<file path="src/rtl/alu_16bit_pkg.sv">
// Shared constants for the ALU issuer: op-codes, FSM states, response flag bit positions.
package alu_16bit_pkg;

  localparam int DATA_W = 16;

  localparam logic [1:0] OP_ADD = 2'b00;
  localparam logic [1:0] OP_SUB = 2'b01;
  localparam logic [1:0] OP_AND = 2'b10;
  localparam logic [1:0] OP_OR  = 2'b11;

  // Bit positions inside rsp_flags = {carry, zero, overflow, negative}
  localparam int CARRY = 3;
  localparam int ZERO  = 2;
  localparam int OVF   = 1;
  localparam int NEG   = 0;

  typedef enum logic [1:0] {
    IDLE   = 2'd0,
    EXEC   = 2'd1,
    SAMPLE = 2'd2,
    RESP   = 2'd3
  } state_e;

endpackage

</file>
<file path="src/rtl/alu_16bit_issuer_if.sv">
// Command, ALU-drive and response bundle between the issuer and its environment.
interface alu_16bit_issuer_if;
  logic        cmd_valid;
  logic        cmd_ready;
  logic [15:0] cmd_a;
  logic [15:0] cmd_b;
  logic [1:0]  cmd_op;

  logic [15:0] alu_a;
  logic [15:0] alu_b;
  logic [1:0]  alu_op;
  logic [15:0] alu_result;
  logic        alu_carry;
  logic        alu_zero;
  logic        alu_overflow;
  logic        alu_negative;

  logic        rsp_valid;
  logic        rsp_ready;
  logic [15:0] rsp_result;
  logic [3:0]  rsp_flags;
  logic        rsp_mismatch;

  modport slave (
    input  cmd_valid, cmd_a, cmd_b, cmd_op,
    input  alu_result, alu_carry, alu_zero, alu_overflow, alu_negative,
    input  rsp_ready,
    output cmd_ready, alu_a, alu_b, alu_op,
    output rsp_valid, rsp_result, rsp_flags, rsp_mismatch
  );

  modport master (
    output cmd_valid, cmd_a, cmd_b, cmd_op,
    output alu_result, alu_carry, alu_zero, alu_overflow, alu_negative,
    output rsp_ready,
    input  cmd_ready, alu_a, alu_b, alu_op,
    input  rsp_valid, rsp_result, rsp_flags, rsp_mismatch
  );
endinterface

</file>
<file path="src/rtl/alu_16bit_ref_model.sv">
// Combinational golden model of the 16-bit ALU: result plus carry/zero/overflow/negative.
module alu_16bit_ref_model
  import alu_16bit_pkg::*;
(
  input  logic [15:0] a,
  input  logic [15:0] b,
  input  logic [1:0]  op,
  output logic [15:0] result,
  output logic        carry,
  output logic        zero,
  output logic        overflow,
  output logic        negative
);

  logic [16:0] sum_w;
  logic [16:0] diff_w;

  assign sum_w  = {1'b0, a} + {1'b0, b};
  assign diff_w = {1'b0, a} - {1'b0, b};

  always_comb begin
    result   = '0;
    carry    = 1'b0;
    overflow = 1'b0;
    case (op)
      OP_ADD: begin
        result   = sum_w[15:0];
        carry    = sum_w[16];
        overflow = (a[15] == b[15]) && (sum_w[15] != a[15]);
      end
      OP_SUB: begin
        // bit16 of the 17-bit difference is the borrow-style carry
        result   = diff_w[15:0];
        carry    = diff_w[16];
        overflow = (a[15] != b[15]) && (diff_w[15] != a[15]);
      end
      OP_AND:  result = a & b;
      default: result = a | b;
    endcase
    zero     = (result == 16'h0000);
    negative = result[15];
  end

endmodule

</file>
<file path="src/rtl/alu_16bit_issuer.sv">
// Issues one command at a time to an external registered ALU, captures its response and
// checks it against the golden model, counting mismatches in a saturating counter.
module alu_16bit_issuer
  import alu_16bit_pkg::*;
#(
  parameter int CNT_W = 16
) (
  input  logic                 clk,
  input  logic                 rst_n,
  input  logic                 cnt_clr,
  alu_16bit_issuer_if.slave    bus,
  output logic [CNT_W-1:0]     mismatch_count
);

  state_e             state_q, state_d;
  logic [15:0]        alu_a_q, alu_a_d;
  logic [15:0]        alu_b_q, alu_b_d;
  logic [1:0]         alu_op_q, alu_op_d;
  logic [15:0]        lat_a_q, lat_a_d;
  logic [15:0]        lat_b_q, lat_b_d;
  logic [1:0]         lat_op_q, lat_op_d;
  logic [15:0]        rsp_result_q, rsp_result_d;
  logic [3:0]         rsp_flags_q, rsp_flags_d;
  logic               rsp_mismatch_q, rsp_mismatch_d;
  logic [CNT_W-1:0]   cnt_q, cnt_d;

  logic [15:0]        ref_result;
  logic               ref_carry, ref_zero, ref_ovf, ref_neg;
  logic [3:0]         ref_flags;
  logic [3:0]         alu_flags;
  logic               mismatch;
  logic               accept;

  alu_16bit_ref_model u_ref (
    .a        (lat_a_q),
    .b        (lat_b_q),
    .op       (lat_op_q),
    .result   (ref_result),
    .carry    (ref_carry),
    .zero     (ref_zero),
    .overflow (ref_ovf),
    .negative (ref_neg)
  );

  assign ref_flags = {ref_carry, ref_zero, ref_ovf, ref_neg};
  assign alu_flags = {bus.alu_carry, bus.alu_zero, bus.alu_overflow, bus.alu_negative};
  assign mismatch  = (bus.alu_result != ref_result) || (alu_flags != ref_flags);

  // Handshake outputs are gated by rst_n so they drop as soon as reset is asserted
  assign bus.cmd_ready = rst_n && (state_q == IDLE);
  assign bus.rsp_valid = rst_n && (state_q == RESP);
  assign accept        = bus.cmd_valid && bus.cmd_ready;

  always_comb begin
    state_d        = state_q;
    alu_a_d        = alu_a_q;
    alu_b_d        = alu_b_q;
    alu_op_d       = alu_op_q;
    lat_a_d        = lat_a_q;
    lat_b_d        = lat_b_q;
    lat_op_d       = lat_op_q;
    rsp_result_d   = rsp_result_q;
    rsp_flags_d    = rsp_flags_q;
    rsp_mismatch_d = rsp_mismatch_q;
    cnt_d          = cnt_q;

    case (state_q)
      IDLE: begin
        if (accept) begin
          alu_a_d  = bus.cmd_a;
          alu_b_d  = bus.cmd_b;
          alu_op_d = bus.cmd_op;
          lat_a_d  = bus.cmd_a;
          lat_b_d  = bus.cmd_b;
          lat_op_d = bus.cmd_op;
          state_d  = EXEC;
        end
      end
      EXEC:   state_d = SAMPLE;
      SAMPLE: begin
        rsp_result_d   = bus.alu_result;
        rsp_flags_d    = alu_flags;
        rsp_mismatch_d = mismatch;
        if (mismatch && (cnt_q != {CNT_W{1'b1}}))
          cnt_d = cnt_q + {{(CNT_W-1){1'b0}}, 1'b1};
        state_d = RESP;
      end
      RESP: begin
        if (bus.rsp_ready)
          state_d = IDLE;
      end
      default: state_d = IDLE;
    endcase

    // Clear wins over an increment landing on the same edge
    if (cnt_clr)
      cnt_d = '0;
  end

  always_ff @(posedge clk) begin
    if (!rst_n) begin
      state_q        <= IDLE;
      alu_a_q        <= '0;
      alu_b_q        <= '0;
      alu_op_q       <= '0;
      lat_a_q        <= '0;
      lat_b_q        <= '0;
      lat_op_q       <= '0;
      rsp_result_q   <= '0;
      rsp_flags_q    <= '0;
      rsp_mismatch_q <= 1'b0;
      cnt_q          <= '0;
    end else begin
      state_q        <= state_d;
      alu_a_q        <= alu_a_d;
      alu_b_q        <= alu_b_d;
      alu_op_q       <= alu_op_d;
      lat_a_q        <= lat_a_d;
      lat_b_q        <= lat_b_d;
      lat_op_q       <= lat_op_d;
      rsp_result_q   <= rsp_result_d;
      rsp_flags_q    <= rsp_flags_d;
      rsp_mismatch_q <= rsp_mismatch_d;
      cnt_q          <= cnt_d;
    end
  end

  assign bus.alu_a        = alu_a_q;
  assign bus.alu_b        = alu_b_q;
  assign bus.alu_op       = alu_op_q;
  assign bus.rsp_result   = rsp_result_q;
  assign bus.rsp_flags    = rsp_flags_q;
  assign bus.rsp_mismatch = rsp_mismatch_q;
  assign mismatch_count   = cnt_q;

endmodule

</file>
<file path="src/flat_wrapper.sv">
// flat-port wrapper written by rule: the top's interface ports become plain ports
module alu_16bit_issuer_flat import alu_16bit_pkg::*;
#(
  parameter int CNT_W = 16
)
  (clk, rst_n, cnt_clr, mismatch_count, bus_cmd_valid, bus_cmd_a, bus_cmd_b, bus_cmd_op, bus_alu_result, bus_alu_carry, bus_alu_zero, bus_alu_overflow, bus_alu_negative, bus_rsp_ready, bus_cmd_ready, bus_alu_a, bus_alu_b, bus_alu_op, bus_rsp_valid, bus_rsp_result, bus_rsp_flags, bus_rsp_mismatch);
  alu_16bit_issuer_if bus_i ();
  input  logic clk;
  input  logic rst_n;
  input  logic cnt_clr;
  output logic [CNT_W-1:0] mismatch_count;
  input wire logic [$bits(bus_i.cmd_valid)-1:0] bus_cmd_valid;
  input wire logic [$bits(bus_i.cmd_a)-1:0] bus_cmd_a;
  input wire logic [$bits(bus_i.cmd_b)-1:0] bus_cmd_b;
  input wire logic [$bits(bus_i.cmd_op)-1:0] bus_cmd_op;
  input wire logic [$bits(bus_i.alu_result)-1:0] bus_alu_result;
  input wire logic [$bits(bus_i.alu_carry)-1:0] bus_alu_carry;
  input wire logic [$bits(bus_i.alu_zero)-1:0] bus_alu_zero;
  input wire logic [$bits(bus_i.alu_overflow)-1:0] bus_alu_overflow;
  input wire logic [$bits(bus_i.alu_negative)-1:0] bus_alu_negative;
  input wire logic [$bits(bus_i.rsp_ready)-1:0] bus_rsp_ready;
  output wire logic [$bits(bus_i.cmd_ready)-1:0] bus_cmd_ready;
  output wire logic [$bits(bus_i.alu_a)-1:0] bus_alu_a;
  output wire logic [$bits(bus_i.alu_b)-1:0] bus_alu_b;
  output wire logic [$bits(bus_i.alu_op)-1:0] bus_alu_op;
  output wire logic [$bits(bus_i.rsp_valid)-1:0] bus_rsp_valid;
  output wire logic [$bits(bus_i.rsp_result)-1:0] bus_rsp_result;
  output wire logic [$bits(bus_i.rsp_flags)-1:0] bus_rsp_flags;
  output wire logic [$bits(bus_i.rsp_mismatch)-1:0] bus_rsp_mismatch;
  assign bus_i.cmd_valid = bus_cmd_valid;
  assign bus_i.cmd_a = bus_cmd_a;
  assign bus_i.cmd_b = bus_cmd_b;
  assign bus_i.cmd_op = bus_cmd_op;
  assign bus_i.alu_result = bus_alu_result;
  assign bus_i.alu_carry = bus_alu_carry;
  assign bus_i.alu_zero = bus_alu_zero;
  assign bus_i.alu_overflow = bus_alu_overflow;
  assign bus_i.alu_negative = bus_alu_negative;
  assign bus_i.rsp_ready = bus_rsp_ready;
  assign bus_cmd_ready = bus_i.cmd_ready;
  assign bus_alu_a = bus_i.alu_a;
  assign bus_alu_b = bus_i.alu_b;
  assign bus_alu_op = bus_i.alu_op;
  assign bus_rsp_valid = bus_i.rsp_valid;
  assign bus_rsp_result = bus_i.rsp_result;
  assign bus_rsp_flags = bus_i.rsp_flags;
  assign bus_rsp_mismatch = bus_i.rsp_mismatch;
  alu_16bit_issuer #(.CNT_W(CNT_W)) u_core (.clk(clk), .rst_n(rst_n), .cnt_clr(cnt_clr), .bus(bus_i), .mismatch_count(mismatch_count));
endmodule
</file>
<file path="config.mk">
export PLATFORM = sky130hd
export DESIGN_NAME = alu_16bit_issuer_flat
export DESIGN_NICKNAME = d
export VERILOG_FILES = /design/src/rtl/alu_16bit_pkg.sv /design/src/rtl/alu_16bit_issuer_if.sv /design/src/rtl/alu_16bit_ref_model.sv /design/src/rtl/alu_16bit_issuer.sv /design/src/flat_wrapper.sv
export SDC_FILE = /design/constraint.sdc
export NUM_CORES = 1
export LEC_CHECK = 0
export ABC_AREA = 1
export CAP_MARGIN = 10
export CORE_ASPECT_RATIO = 0.6
export CORE_MARGIN = 2
export CORE_UTILIZATION = 26
export CTS_CLUSTER_SIZE = 10
export DETAILED_ROUTE_END_ITERATION = 12
export GPL_TIMING_DRIVEN = 0
export RECOVER_POWER = 100
export SYNTH_ARGS = -nofsm -noshare
export SYNTH_HDL_FRONTEND = slang
export SYNTH_SLANG_ARGS = --single-unit
</file>
<file path="constraint.sdc">
create_clock -name clk -period 3.2 [get_ports clk]
set_input_delay 0.48 -clock clk [delete_from_list [all_inputs] [get_ports clk]]
set_output_delay 0.48 -clock clk [all_outputs]
set_load 0.02 [all_outputs]
</file>
==> run metrics <==
# DRC 0; initial antenna violation count 1; final design utilization approximately two fifths; via/cell ratio 4.776; RSZ-0062 raised after global routing true; setup TNS 0 ns; ys async rst share 0%; fmax around 320 MHz; 1st-iter DRT viols 520; Chip Height between 100 and 150 microns; number of antenna diodes 0; adder-cell share of the synthesized area between 10 and 15%; Post-DP HPWL ~20000 microns; vias ~7.3k; CTS root buffer clkbuf_16; xor/xnor cell area share of the yosys netlist under 10%; final max-slew violation count 0; max_cap viols 0; Fill cells 2448; reg2reg end u_core.mismatch_count[3]; num rows 43; Die ar. approximately 25000 sq um; Initial DRT Pass Iterations 7; Design Power around 6300 uW; clk_lat worst skew between 0.3 and 0.4 ns; CTS buffer count 9; status finished, final reports clean; Hold Path Depth 2; Hold EP u_core.bus.alu_a[7]; synth warn 0; Psw 3114 uW; CTS tree yes; clock transition at the registers of the reported paths roughly 0.07 ns; non-filler cells, final between 1.5k and 2k; Rel. slew slack roughly 44%; Inst Count DP 1492; clock share of power ~16%; reg2reg setup slack 0.09 ns; worst vdd ir approximately 0.00036 V; HP Class flip-flop to flip-flop; Internal Pwr Total between 3000 and 4000 uW; Mean Syn Cell Area roughly 5.9 sq um; post-synthesis simple-gate area fraction approximately two fifths; largest net degree at the start of global routing 14; post-synthesis register bit count between 70 and 80; Slew @ Worst Pin 0.8335 ns; num ports roughly 130; Max clock buf depth 2; share of cells above drive strength 1 slightly below 20%; CP Data Arrival Time ~3.4 ns; Mapped Area ~6200 sq um; Setup crit start kind flip-flop; final WL 26030 microns; Sink Count between 70 and 80; main combinational cell family by area after synthesis simple AND/OR/NAND/NOR gates; Seq pwr share between 20% and 30%; Worst EP required ~3.5 ns; final critical-path required period a little over 3 ns; PwrDens between 600 and 700 nW/um^2; H-tree levels 3; Synth Area in Compound Gates 11.87%; Port Buffers between 100 and 150; Final Hold Viols 0; FF-to-FF Start u_core.bus.alu_b[2]; grt total ovfl 0; Hold Startpoint u_core.bus.alu_a[7]; Post-synth EDFFs 0; post-synthesis mux area share 0%; sequential area share after synthesis about a quarter; post-synthesis cell type count 31; Critical Path End Type flip-flop; Post-Synthesis Cells approximately 1.0k; Final setup viols 0; Primary FF master, synth dfxtp_1; initial core utilization 26.64%; WL/cell between 15 and 20 microns; Clock Skew 0.01197 ns; Register-to-Register Path Depth 20; Nets 1330; first-pass GRT wire length approximately 38000 microns; vias in the first global route between 6k and 7k; Syn Nets 1159; critical setup path kind flip-flop to flip-flop; GRT Resource Usage Total approximately a fifth; Die Wd between 200 and 250 microns; Antenna Violating Nets Remaining 0; Comb pwr share approximately 63%; crit path max fanout 10; crit share post-route ~100%; Core Area roughly 23000 sq um; synth-to-layout area growth 47.60%; GPL Wtd Cong about 0.93; switching part of the total slightly below 50%; Static Leak 0.004309 uW
-- worst max-delay path: stages, from the launching register on --
cell and delay (ns):
dfxtp_2 0.33, inv_1 0.13, ha_4 0.23, buf_8 0.15
nor2_1 0.12, nand3_1 0.15, nand3_4 0.14, nand2_1 0.06
nand3_1 0.08, nand4_1 0.22, xnor2_2 0.32, nand3_1 0.12
nor2_1 0.10, nand2_1 0.08, nor2_2 0.14, nand3_4 0.17
buf_4 0.20, nand3_1 0.06, nand2_1 0.07, nand2_1 0.08
nor2_1 0.04
-- per-stage QoR --
step / instance area [sq um] / worst slack (ns) / hold WS (ns)
2_1_floorplan: 6177 / 0.3068 / 0.4676
3_3_place_gp: 7883 / -0.2863 / 0.4760
3_5_place_dp: 7883 / -0.3488 / 0.4823
4_1_cts: 8282 / 0.0005955 / 0.4913
5_1_grt: 9117 / -0.1209 / 0.4991
6_report: 9117 / 0.08987 / 0.4819
-- per-layer routing --
| layer | routed length (microns) | up-vias | global-route usage, % |
|---|---|---|---|
| met5 | 0 | - | 0 |
| met3 | 2319 | 20 | 4.771 |
| met1 | 13630 | 3367 | 32.26 |
| met2 | 9758 | 307 | 26.80 |
| li1 | - | 3646 | - |
| met4 | 318 | 0 | 4.380 |
-- synth_stat cells (all sizes together) (2+ instances only) --
cell | number | area [sq um]
nand3b | 6 | 45.04
buf | 19 | 105.1
ha | 52 | 650.6
o21ai | 72 | 360.4
o21bai | 2 | 15.01
dfxtp | 73 | 1461
fa | 2 | 40.04
nand3 | 102 | 535.5
a22oi | 2 | 15.01
and2 | 3 | 18.77
xnor2 | 3 | 26.28
nand4 | 28 | 175.2
clkbuf | 21 | 78.83
inv | 172 | 645.6
nor4 | 3 | 18.77
or2 | 5 | 31.28
nor2 | 111 | 429.2
xor2 | 7 | 61.31
a21oi | 64 | 320.3
nor3 | 8 | 40.04
nand2 | 288 | 1081
-- area by class of cell --
class,count,area [sq um],area share [%]
clock inverters,5,38.79,0.4254
repair buffers,160,1548,16.98
multi-input cells,761,4469,49.02
well taps,315,394.1,4.323
plain buffers,40,262.8,2.882
inverters,172,653.1,7.163
clock buffers,11,242.7,2.662
flip-flops and latches,73,1509,16.55
-- cells in the final DEF (no fill, tap or decap), drive strengths merged --
cell type,count
nor3,8
inv,174
ha,52
a22oi,2
or2,5
clkdlybuf4s50,60
a211oi,1
nor2,111
and2,3
nand4,28
nand3,102
o21bai,2
clkinv,2
fa,2
xnor2,3
xor2,7
clkinvlp,1
nor4,3
dlygate4sd3,71
a21oi,64
o31ai,1
o21a,1
clkbuf,35
nand2,288
o21ai,72
buf,45
nand3b,6
dfxtp,73
-- power groups by stage --
| stage | logic, uW | clock network (uW) | registers, uW |
|---|---|---|---|
| 2_1_floorplan | 1800 | 0 | 1490 |
| 4_1_cts | 3310 | 1030 | 1290 |
| 3_5_place_dp | 3200 | 0 | 1300 |
| 5_1_grt | 4360 | 1060 | 1310 |
| 6_report | 3980 | 1010 | 1290 |
| 3_3_place_gp | 3170 | 0 | 1300 |
-- flip-flops by register name, summed over array words and instances (netlist names) --
register                 count
u_core.bus.alu_a            16
u_core.bus.rsp_mismatch      1
u_core.state_q               2
u_core.bus.rsp_flags         4
u_core.bus.alu_b            16
u_core.bus.alu_op            2
u_core.mismatch_count       16
u_core.bus.rsp_result       16
-- how the worst max path moves through the flow --
| stage | to | slack [ns] | start |
|---|---|---|---|
| floorplan | u_core.mismatch_count[6] | 0.31 | u_core.bus.alu_a[0] |
| global placement | u_core.mismatch_count[6] | -0.29 | u_core.bus.alu_b[0] |
| detailed placement | u_core.mismatch_count[13] | -0.35 | u_core.bus.alu_b[0] |
| CTS | u_core.mismatch_count[13] | 0.0006 | u_core.bus.alu_b[0] |
| global route | u_core.mismatch_count[6] | -0.12 | u_core.bus.alu_a[8] |
| finish | u_core.mismatch_count[3] | 0.09 | u_core.bus.alu_b[2] |
-- cells by family (layout without fill, tap and decap cells) --
family	after synthesis	in the layout
AND/OR/NAND/NOR	554	554
buffers and inverters	212	388
flip-flops	73	73
adder cells (fa/ha/maj)	54	54
AO/OA/AOI/OAI	143	143
XOR/XNOR	10	10
-- timing repair --
action	CTS	global route
resized for setup	33	205
pin swaps	6	53
hold buffers	0	0
endpoints found under the setup margin	18	17
buffers inserted	4	23
cloned	0	2
(Power assumes the default switching activity.)
